## src/rtl/water_fill_ctrl.sv

```systemverilog
// rtl/water_fill_ctrl.sv - water fill/drain phase controller with per-second countdown
// Optional pause input enabled by defining WATER_FILL_PAUSE_EN.
module water_fill_ctrl #(
   parameter int FILL_SECS  = 3,
   parameter int DRAIN_SECS = 4
) (
   input  logic       i_clk,
   input  logic       i_rst_n,
   input  logic       i_tick,
   input  logic [2:0] i_water_level,
   input  logic       i_fill_start,
   input  logic       i_drain_start,
`ifdef WATER_FILL_PAUSE_EN
   input  logic       i_pause,
`endif
   output logic       o_inlet_valve,
   output logic       o_drain_valve,
   output logic       o_busy,
   output logic       o_fill_done,
   output logic       o_drain_done,
   output logic [5:0] o_remaining
);

   localparam logic [1:0] S_IDLE  = 2'd0;
   localparam logic [1:0] S_FILL  = 2'd1;
   localparam logic [1:0] S_DRAIN = 2'd2;

   logic [1:0] r_state;
   logic       r_inlet;
   logic       r_drain;
   logic       r_busy;
   logic       r_fill_done;
   logic       r_drain_done;
   logic [5:0] r_remaining;

   logic       w_pause;
   logic [2:0] w_level;
   logic [5:0] w_fill_load;
   logic       w_last;

`ifdef WATER_FILL_PAUSE_EN
   assign w_pause = i_pause;
`else
   assign w_pause = 1'b0;
`endif

   // Levels 6 and 7 are treated as the maximum level 5.
   assign w_level     = (i_water_level > 3'd5) ? 3'd5 : i_water_level;
   assign w_fill_load = ({3'd0, w_level} + 6'd1) * 6'(FILL_SECS);
   assign w_last      = (r_remaining <= 6'd1);

   always_ff @(posedge i_clk or negedge i_rst_n) begin
      if (!i_rst_n) begin
         r_state      <= S_IDLE;
         r_inlet      <= 1'b0;
         r_drain      <= 1'b0;
         r_busy       <= 1'b0;
         r_fill_done  <= 1'b0;
         r_drain_done <= 1'b0;
         r_remaining  <= 6'd0;
      end else begin
         r_fill_done  <= 1'b0;
         r_drain_done <= 1'b0;
         case (r_state)
            S_IDLE: begin
               if (!w_pause) begin
                  if (i_drain_start) begin
                     r_state     <= S_DRAIN;
                     r_drain     <= 1'b1;
                     r_busy      <= 1'b1;
                     r_remaining <= 6'(DRAIN_SECS);
                  end else if (i_fill_start) begin
                     r_state     <= S_FILL;
                     r_inlet     <= 1'b1;
                     r_busy      <= 1'b1;
                     r_remaining <= w_fill_load;
                  end
               end
            end
            S_FILL, S_DRAIN: begin
               if (w_pause) begin
                  r_inlet <= 1'b0;
                  r_drain <= 1'b0;
               end else if (i_tick && w_last) begin
                  r_state      <= S_IDLE;
                  r_inlet      <= 1'b0;
                  r_drain      <= 1'b0;
                  r_busy       <= 1'b0;
                  r_remaining  <= 6'd0;
                  r_fill_done  <= (r_state == S_FILL);
                  r_drain_done <= (r_state == S_DRAIN);
               end else begin
                  // Reopen the phase's valve here so a released pause resumes on this edge.
                  r_inlet <= (r_state == S_FILL);
                  r_drain <= (r_state == S_DRAIN);
                  if (i_tick) begin
                     r_remaining <= r_remaining - 6'd1;
                  end
               end
            end
            default: begin
               r_state     <= S_IDLE;
               r_inlet     <= 1'b0;
               r_drain     <= 1'b0;
               r_busy      <= 1'b0;
               r_remaining <= 6'd0;
            end
         endcase
      end
   end

   assign o_inlet_valve = r_inlet;
   assign o_drain_valve = r_drain;
   assign o_busy        = r_busy;
   assign o_fill_done   = r_fill_done;
   assign o_drain_done  = r_drain_done;
   assign o_remaining   = r_remaining;

endmodule

```

## config.mk

```make
export PLATFORM = sky130hd
export DESIGN_NAME = water_fill_ctrl
export DESIGN_NICKNAME = d
export VERILOG_FILES = /design/src/rtl/water_fill_ctrl.sv
export SDC_FILE = /design/constraint.sdc
export NUM_CORES = 1
export LEC_CHECK = 0
export ABC_CLOCK_PERIOD_IN_PS = 1730
export CAP_MARGIN = 10
export CORE_MARGIN = 10
export CORE_UTILIZATION = 53
export CTS_BUF_LIST = sky130_fd_sc_hd__clkbuf_8
export CTS_CLUSTER_SIZE = 8
export DETAILED_ROUTE_END_ITERATION = 8
export PLACE_DENSITY = 0.81
export SLEW_MARGIN = 20
export SYNTH_ARGS = -nofsm -noshare
export SYNTH_HDL_FRONTEND = slang
export SYNTH_SLANG_ARGS = --single-unit
```

## constraint.sdc

```tcl
create_clock -name i_clk -period 1.73 [get_ports i_clk]
set_input_delay 0.519 -clock i_clk [delete_from_list [all_inputs] [get_ports i_clk]]
set_output_delay 0.519 -clock i_clk [all_outputs]
set_load 0.02 [all_outputs]
```

* Word-level counts from Yosys, hierarchy flattened *
Cells that the tools add are included.

storage, ports and cells
  input port bits = 8
  register bits = 13
  logic and storage cells = 50
  output and inout bits = 11

operators by class
  equal/unequal tests = 8
  reduce and logical (&&, ||, !) cells = 6
  muxes and demuxes = 24
  add/subtract/negate cells = 2
  $mul = 1
  magnitude comparators = 2

operators with widths
  operator                                                                          count
  6-bit two-way mux                                                                 4
  6-bit case mux with 2 select lines                                                1
  1-bit two-way mux                                                                 11
  2-bit != test, second input constant                                              4
  6-bit by 1-bit less-or-equal comparator with 1-bit output, second input constant  1
  4-bit by 2-bit multiplier with 6-bit output, second input constant                1
  2-bit two-way mux                                                                 3
  3-bit != test, second input constant                                              2
  1-bit case mux with 2 select lines                                                3
  2-bit AND reduction                                                               3
  6-bit by 1-bit subtractor with 6-bit output, second input constant                1
  3-bit by 1-bit adder with 4-bit output, second input constant                     1
  2-bit case mux with 2 select lines                                                1
  3-bit > comparator, second input constant                                         1
  3-bit two-way mux                                                                 1
  2-bit by 1-bit == test with 1-bit output, second input constant                   1
  2-bit == test, second input constant                                              1
  2-bit zero test                                                                   1
  2-bit OR reduction                                                                1
  1-bit logical AND                                                                 1

* Depth between registers and ports, before layout *
Gate-level depths: netlist (run 1).

  word-level depth = 7
  depth in mapped cells = 9
  gate-level depth less buffers = 9

* Worst setup path before layout (run 1) *
Ideal clock, no wire load.

  path type = input to register
  from = input i_water_level[1]
  to = register r_remaining[2] (netlist: o_remaining[2])
  path slack = -0.472 ns
  path buffers = 0
  stages = 9
  required time = 1.609 ns
  arrival = 2.081 ns
  library setup time = 0.121 ns
  cell sequence = a21oi_1 > inv_1 > ha_1 > xor2_1 > ha_1 > xor2_1 > o21ai_0 > o21ai_0 > a22o_1

between the ends
  cells in the longest elaborated chain, start to end = 7

RTL lines
  element                                          RTL line  RTL
  start: declaration                               10        input logic [2:0] i_water_level,
  3-bit > comparator                               48        assign w_level = (i_water_level > 3'd5) ? 3'd5 : i_water_level;
  3-bit two-way mux (*)                            48
  3-bit by 1-bit adder with 4-bit output (*)       49        assign w_fill_load = ({3'd0, w_level} + 6'd1) * 6'(FILL_SECS);
  4-bit by 2-bit multiplier with 6-bit output (*)  49
  6-bit two-way mux (*)                            72        end else if (i_fill_start) begin
  6-bit two-way mux (*)                            67        if (i_drain_start) begin
  6-bit case mux with 2 select lines (*)           64        case (r_state)
  end signal: assignment                           71        r_remaining <= 6'(DRAIN_SECS);
  end signal: assignment                           76        r_remaining <= w_fill_load;
  end signal: assignment                           97        r_remaining <= r_remaining - 6'd1;
  end: declaration                                 34        logic [5:0] r_remaining;

Every way passes the cells marked *; elsewhere a longest branch is shown, timed or not. The select of a mux whose other input is x is not followed.
A chain may end at the register's enable or synchronous reset.

* Worst setup path after layout (run 1) *
  from = input i_water_level[2]
  to = register r_remaining[3] (netlist: o_remaining[3])

The elaborated chain is that of the path after synthesis.

==> impl_metrics.tcl, run 1 <==
set metrics [dict create \
    timing.fmax_ghz 0.495 \
    clk_path_buf_depth 2 \
    worstHoldPathCells 2 \
    grt_antenna_before_repair 0 \
    drt-total-wl_mm 4.92 \
    track_usage_pct 16.6 \
    clk_latency_ps 250 \
    endpoint_kind "register" \
    grt_pass1_vias 1108 \
    synth_area_um2 978 \
    start_util_pct 56.1 \
    finalPower_uw 2890 \
    clock-root-buffer "clkbuf_8" \
    synth-seq-cells 13 \
    post-route-period-util_pct 117 \
    die_h_um 63.0 \
    cts.htree.levels 1 \
    finalMaxSlewViolations 0 \
    required_ps 1840 \
    core_mm2 0.00175 \
    vdd_drop_max_v 0.00119 \
    drt-pass1-iter-count 5 \
    fp-row-count 15 \
    vias 1249 \
    cts-hold-fix-buffers 0 \
    nFillCells 49 \
    synth_largest_area_cell "dfrtp_1" \
    syn_to_final_growth_pct 67.9 \
    drt_iter0_drc 123 \
    async_reset_ff_share_pct 100 \
    path_max_fanout 3 \
    cts_tree "yes" \
    drv_cap 0 \
    startpoint_type "primary input" \
    reg2regPathDepth 6 \
    post_drt_wl_per_cell_um 27.3 \
    ys_seq_area_share_pct 33.2 \
    remaining_drc_errors 0 \
    most-common-layout-cells "25 x buf_4, 13 x dfrtp_1, 11 x inv_1" \
    setup_violations 9 \
    yosys_warnings 0 \
    path_clk_slew_ps 60 \
    crit_arrival_ps 2130 \
    worstSetupPathType "in -> reg" \
    drive_gt1_share_pct 40.0 \
    place_area_mm2 0.00138 \
    clock-sinks 13 \
    numCtsBuffers 3 \
    grt_max_degree 14 \
    ant_nets 0 \
    ys.flop_type "dfrtp_1" \
    io_pins 19 \
    synthTopCellsByArea "dfrtp_1 33%, ha_1 14%, inv_1 4.6%" \
    power-per-cell-area_mw_per_mm2 1760 \
    worst_slack_ps -292 \
    p_leak_uw 0.000779 \
    hold_viol 0 \
    rsz0062_at_grt "true" \
    syn_area_per_cell_um2 9.50 \
    yosysTopAreaCellShare_pct 33.2 \
    fin_worst_skew_ps 4.49 \
    violations "negative setup slack" \
    dp_hpwl_mm 2.31 \
    n_antenna_cell 0 \
    grt.overflow.total 0 \
    multi_input_area_um2 777 \
    fin_nets 175 \
    hold_path_class "reg -> reg" \
    port_buffers 18 \
    period_minus_slack_ps 2020 \
    syn_inst 103 \
    status "finished, violations left" \
    grt_pass1_wl_mm 5.45 \
    synth_edf_count 0 \
    die_area_mm2 0.00396 \
    regArea_um2 325 \
    yosysUniqueCellTypes 38 \
    viasPerCell 6.94 \
    final_cell_area_mm2 0.00164 \
    final_common_cell "buf_4" \
    chipWidth_um 63.0 \
    gp_congestion 0.915 \
]
## what timing repair did
| action | CTS | global route |
|---|---|---|
| endpoints found under the setup margin | 15 | 11 |
| buffers inserted | 5 | 2 |
| pin swaps | 8 | 13 |
| gates resized for setup | 28 | 30 |
## worst max-delay path: stages
cell      delay, ps
buf_8           110
a21oi_4         170
inv_2            70
ha_4            180
xor2_4          170
buf_6           140
ha_4            220
xnor2_2         140
a32oi_1         250
o211ai_1        170
## cell usage after synthesis (2+ instances only)
master    count
a21oi_1       7
a22o_1        2
dfrtp_1      13
ha_1         11
inv_1        12
mux2i_1       2
nand2_1       2
nand2b_1      5
nor2_1        4
nor2b_1       3
nor3_1        2
o21ai_0       6
o21ai_1       2
o22ai_1       2
o311a_1       2
o31ai_1       2
or2_2         2
or3_1         2
xnor2_1       2
xor2_1        2
## kinds of logic (layout without fill, tap and decap cells)
group / after synthesis / in the layout / share of synthesized area, %
other cells: 1 / 2 / 0.383
buf+inv: 12 / 63 / 4.60
flops: 13 / 13 / 33.2
mux: 2 / 2 / 2.05
fa+ha+maj: 11 / 11 / 14.1
compound gates: 34 / 34 / 26.5
xor+xnor: 4 / 4 / 3.58
simple gates: 26 / 26 / 15.6
## path summary, 6_finish.rpt
| check | from | end | slack, ps |
|---|---|---|---|
| hold / removal | o_busy | o_busy | 560 |
| max in group asynchronous | i_rst_n | o_fill_done | 950 |
| setup / recovery | i_water_level[2] | o_remaining[3] | -290 |
| setup reg to reg | o_remaining[0] | o_remaining[3] | -160 |
| hold reg to reg | o_busy | o_busy | 560 |
| min in group asynchronous | i_rst_n | o_remaining[5] | 600 |
## metal layers
layer	vias to the layer above	part of all wire, %	track usage (%)
li1	481	-	-
met3	49	10	3.58
met2	132	48	29.3
met1	587	33	18.6
met5	-	0	0
met4	0	8.5	6.98
## state kept, by name, indices dropped and copies added, names as in the netlist
name and count:
o_drain_done 1, o_fill_done 1, o_drain_valve 1, r_state 2, o_busy 1, o_inlet_valve 1
o_remaining 6
## power by group
part	internal, µW	switching [µW]	leakage (µW)	total [µW]
logic	908	1170	0.000584	2080
clock network	157	125	0.0000269	282
registers	422	110	0.000168	532
total	1490	1400	0.000779	2890
## area by class of cell
type,instances,area share [%]
Multi-Input combinational cell,79,47.3
Clock inverter,1,0.228
Tap cell,25,1.90
Sequential cell,13,19.8
Inverter,12,2.89
Clock buffer,3,2.51
Timing Repair Buffer,47,25.4
## metrics by stage
step	std cells	setup TNS, ps	hold slack [ps]	worst slack (ps)	util (%)
final	180	-1050	565	-292	94.1
after global routing	180	-1340	604	-303	94.1
after CTS	178	-636	573	-291	84.8
after detailed placement	169	-5150	540	-879	79.1
after global placement	169	-4420	515	-784	79.1
after floorplan	104	-538	223	-239	-
Power figures use the tool's default switching activity.
==> run 2: changes to the inputs <==
ABC_CLOCK_PERIOD_IN_PS = 2190   (was 1730)
SLEW_MARGIN = default   (was 20)
clock period = 2.19 ns   (was 1.73 ns; I/O delays follow)
==> impl_metrics.tcl, run 2 (synthesis results as in run 1) <==
set metrics [dict create \
    post_drt_wl_per_cell_um 15.9 \
    track_usage_pct 13.2 \
    start_util_pct 56.1 \
    chipWidth_um 63.0 \
    clock-root-buffer "clkbuf_8" \
    final_cell_area_mm2 0.00137 \
    die_area_mm2 0.00396 \
    grt_pass1_wl_mm 4.32 \
    grt_antenna_before_repair 0 \
    clk_path_buf_depth 2 \
    n_antenna_cell 0 \
    drv_cap 0 \
    core_mm2 0.00175 \
    cts_tree "yes" \
    path_clk_slew_ps 60 \
    numCtsBuffers 3 \
    vdd_drop_max_v 0.000840 \
    grtUsageMet2_pct 22.3 \
    gp_congestion 0.868 \
    vias 944 \
    cp_num_buf_inv 2 \
    place_area_mm2 0.00130 \
    worstSetupPathType "in -> reg" \
    p_leak_uw 0.000623 \
    post-route-period-util_pct 94.3 \
    cts-hold-fix-buffers 0 \
    power-per-cell-area_mw_per_mm2 1320 \
    fin_nets 160 \
    die_h_um 63.0 \
    status "complete, no violations" \
    critPathMostFrequentCell "o21ai_1" \
    startpoint_type "primary input" \
    grt_max_degree 14 \
    hold_viol 0 \
    setup_violations 0 \
    hold_path_class "reg -> reg" \
    crit_chain "buf_8, a21oi_4, inv_1, ha_2, xor2_2, ha_1, xor2_1, o21ai_1, o21ai_1, a22o_1" \
    timing.fmax_ghz 0.484 \
    clk_latency_ps 250 \
    r2r_slack_ps 340 \
    finalMaxSlewViolations 0 \
    drt-pass1-iter-count 4 \
    required_ps 2330 \
    grt_pass1_vias 937 \
    cts.htree.levels 1 \
    grt_util_met1_pct 15.3 \
    slew_headroom_pct 58.3 \
    grt_util_met3_pct 1.61 \
    viasPerCell 5.72 \
    period_minus_slack_ps 2060 \
    dp_hpwl_mm 2.09 \
    drt-total-wl_mm 2.63 \
    tns_ps 0 \
    port_buffers 18 \
    path_max_fanout 3 \
    syn_to_final_growth_pct 40.4 \
    cp_slowest_cell "ha_1" \
    regArea_um2 325 \
    grt-busiest-layer "met2" \
    worst_slack_ps 125 \
    fp-row-count 15 \
    nFillCells 114 \
    clock-sinks 13 \
    worst_slew_pin_slew_ps 623 \
    remaining_drc_errors 0 \
    fin_worst_skew_ps 0.620 \
    endpoint_kind "register" \
    dpl_worst_slack_ps -643 \
    max_stage_delay_ps 320 \
    ant_nets 0 \
    most-common-layout-cells "15 x clkdlybuf4s50_1, 14 x buf_4, 13 x inv_1, 13 x dfrtp_1, 10 x ha_1" \
    drive_gt1_share_pct 21.4 \
    grt.overflow.total 0 \
    crit_arrival_ps 2210 \
    io_pins 19 \
    final_common_cell "clkdlybuf4s50_1" \
    cp_top_family "compound AO/OA/AOI/OAI gates" \
    largest_reg_flops 6 \
    drt_iter0_drc 28 \
    post-route-util_pct 78.7 \
    multi_input_area_um2 641 \
]
==> run 2: changes by cell type in the layout (fill, tap and decap cells not counted), moves of 4 or more <==
cell,change
buf_4,-11
clkdlybuf4s50_1,+10
dlygate4sd2_1,-7
ha_1,+4
ha_4,-5
==> run 2: path summary, 6_finish.rpt <==
check | startpoint | depth (start not counted) | end
max reg2reg | o_remaining[0] | 6 | r_state[1]
max | i_water_level[1] | 10 | o_remaining[2]
min reg2reg | o_busy | 2 | o_busy
max in group asynchronous | i_rst_n | 1 | o_busy
min | o_busy | 2 | o_busy
min in group asynchronous | i_rst_n | 1 | o_remaining[0]
==> run 2: per-stage QoR <==
stage / std cells / total power [µW] / hold WS, ps
after global routing: 165 / 1940 / 601
after CTS: 164 / 1800 / 559
after global placement: 158 / 1520 / 514
final: 165 / 1810 / 549
after detailed placement: 158 / 1570 / 546
after floorplan: 104 / 1150 / 361
==> run 2: per-layer routing <==
metal	vias to the layer above	part of all wire [%]
met5	-	0
met4	0	2.8
met3	8	5.3
met2	36	50
met1	452	42
li1	448	-
==> run 2: worst reg2reg max path, stage by stage (launching register included) <==
cell and delay (ps):
dfrtp_1 460, inv_1 80, ha_1 230, nor2_1 370, o31ai_4 170, buf_4 170
a32o_1 250
==> run 2: repair_timing <==
action                     4_1_cts  5_1_grt
setup endpoints to repair        3        2
pin swaps                        2        6
gates resized for setup         12        9
cloned                           0        0
setup buffers                    2        1
==> run 2: power breakdown <==
group          internal [µW]  switching (µW)
registers                333            95.6
logic                    545             615
clock network            124            99.7
==> run 2: final cells by class <==
cell class	count	area share, %
Clock buffer	3	3.01
Clock inverter	1	0.273
Inverter	12	3.28
Multi-Input combinational cell	79	46.6
Sequential cell	13	23.7
Tap cell	25	2.28
Timing Repair Buffer	32	20.9
==> run 3: changes to the inputs <==
ABC_CLOCK_PERIOD_IN_PS = 2300   (was 2190)
clock period = 2.3 ns   (was 2.19 ns; I/O delays follow)
==> impl_metrics.tcl, run 3 (synthesis results as in run 1) <==
set metrics [dict create \
    vias 951 \
    core_mm2 0.00175 \
    hold_path_class "reg -> reg" \
    rsz0062_at_grt "false" \
    drive_gt1_share_pct 21.8 \
    dp_hpwl_mm 2.01 \
    whs_ps 527 \
    post-route-period-util_pct 94.8 \
    top_layer_used "met4" \
    nFillCells 120 \
    slew_headroom_pct 60.7 \
    most-common-layout-cells "16 x buf_4, 15 x clkdlybuf4s50_1, 13 x inv_1, 13 x dfrtp_1, 10 x ha_1" \
    wl_met1_mm 1.15 \
    worst_slew_pin_slew_ps 588 \
    syn_to_final_growth_pct 40.0 \
    post_drt_wl_per_cell_um 16.1 \
    fin_worst_skew_ps 1.03 \
    port_buffers 18 \
    fin_nets 162 \
    cts-hold-fix-buffers 0 \
    remaining_drc_errors 0 \
    setup_violations 0 \
    wl_met3_um 161 \
    grt_pass1_wl_mm 4.42 \
    crit_arrival_ps 2300 \
    finalMaxSlewViolations 0 \
    power-per-cell-area_mw_per_mm2 1250 \
    grt_pass1_vias 973 \
    worstSetupPathType "in -> reg" \
    grt.overflow.total 0 \
    drv_cap 0 \
    path_clk_slew_ps 60 \
    n_antenna_cell 0 \
    die_h_um 63.0 \
    clock-root-buffer "clkbuf_8" \
    drt-total-wl_mm 2.69 \
    post-route-util_pct 78.5 \
    clock-sinks 13 \
    largest_reg_flops 6 \
    fp-row-count 15 \
    vdd_drop_max_v 0.000766 \
    hold_viol 0 \
    dpl_worst_slack_ps -590 \
    clk_latency_ps 250 \
    start_util_pct 56.1 \
    io_pins 19 \
    grt_max_degree 14 \
    die_area_mm2 0.00396 \
    path_max_fanout 3 \
    p_leak_uw 0.000627 \
    cts.htree.levels 1 \
    drt_iter0_drc 33 \
    grt_antenna_before_repair 0 \
    required_ps 2420 \
    final_common_cell "buf_4" \
    cts_tree "yes" \
    chipWidth_um 63.0 \
    status "complete, no violations" \
    ant_nets 0 \
    viasPerCell 5.69 \
    gp_congestion 0.898 \
    drt-pass1-iter-count 4 \
    track_usage_pct 13.1 \
    clk_path_buf_depth 2 \
    finalPower_uw 1710 \
    timing.fmax_ghz 0.459 \
    met2_length_mm 1.29 \
    startpoint_type "primary input" \
    worst_slack_ps 120 \
    endpoint_kind "register" \
    period_minus_slack_ps 2180 \
    numCtsBuffers 3 \
]
run 3: changes by cell type in the layout (fill, tap and decap cells not counted):
cell / previous run / this run
a21oi_2: 0 / 1
a21oi_4: 1 / 0
buf_4: 14 / 16
buf_6: 1 / 0
buf_8: 1 / 0
clkbuf_2: 1 / 2
clkdlybuf4s15_1: 0 / 1
o21ai_0: 4 / 3
o21ai_1: 4 / 5
run 3: per-layer routing:
| metal | up-vias | track usage (%) |
|---|---|---|
| li1 | 451 | - |
| met1 | 443 | 15.0 |
| met2 | 44 | 21.3 |
| met3 | 13 | 3.41 |
| met4 | 0 | 7.82 |
| met5 | - | 0 |
run 3: cell type report:
type                       count  area [µm²]  share of cell area (%)
multi-input combinational     79         633                    46.2
tap                           25        31.3                    2.28
timing repair buffer          34         290                    21.2
sequential                    13         325                    23.7
clock buffer                   3        41.3                    3.01
clock inverter                 1        3.75                   0.274
inverter                      12        45.0                    3.29
run 3: critical path: stages:
cell and delay (ps):
clkdlybuf4s15_1 190, a21oi_2 120, inv_1 60, ha_2 190
xor2_2 160, buf_4 140, ha_1 310, xnor2_1 140
a32oi_1 170, o211ai_1 110
run 3: timing repair:
| action | CTS | global route |
|---|---|---|
| resized for setup | 8 | 7 |
| buffers inserted | 1 | 2 |
| endpoints found under the setup margin | 3 | 3 |
| pin swaps | 2 | 6 |
run 3: final timing paths:
kind / startpoint / end / slack, ps / depth (start not counted)
setup / recovery: i_water_level[0] / o_remaining[3] / 120 / 10
hold / removal: o_busy / o_busy / 530 / 2
setup reg to reg: r_state[0] / o_remaining[3] / 430 / 7
hold reg to reg: o_busy / o_busy / 530 / 2
max in group asynchronous: i_rst_n / r_state[0] / 1100 / 1
min in group asynchronous: i_rst_n / o_remaining[1] / 820 / 1
run 3: per-stage QoR:
stage                     cell area [µm²]  setup TNS (ps)  cells
after floorplan                       986               0    104
after global placement               1290           -1250    160
after detailed placement             1290           -1680    160
after CTS                            1360               0    165
after global routing                 1370               0    167
final                                1370               0    167
run 3: where the power goes:
group          total (µW)  switching [µW]  internal, µW
Combinational        1090             580           512
Clock                 204            85.7           118
Sequential            412            94.5           317
Total                1710             760           948
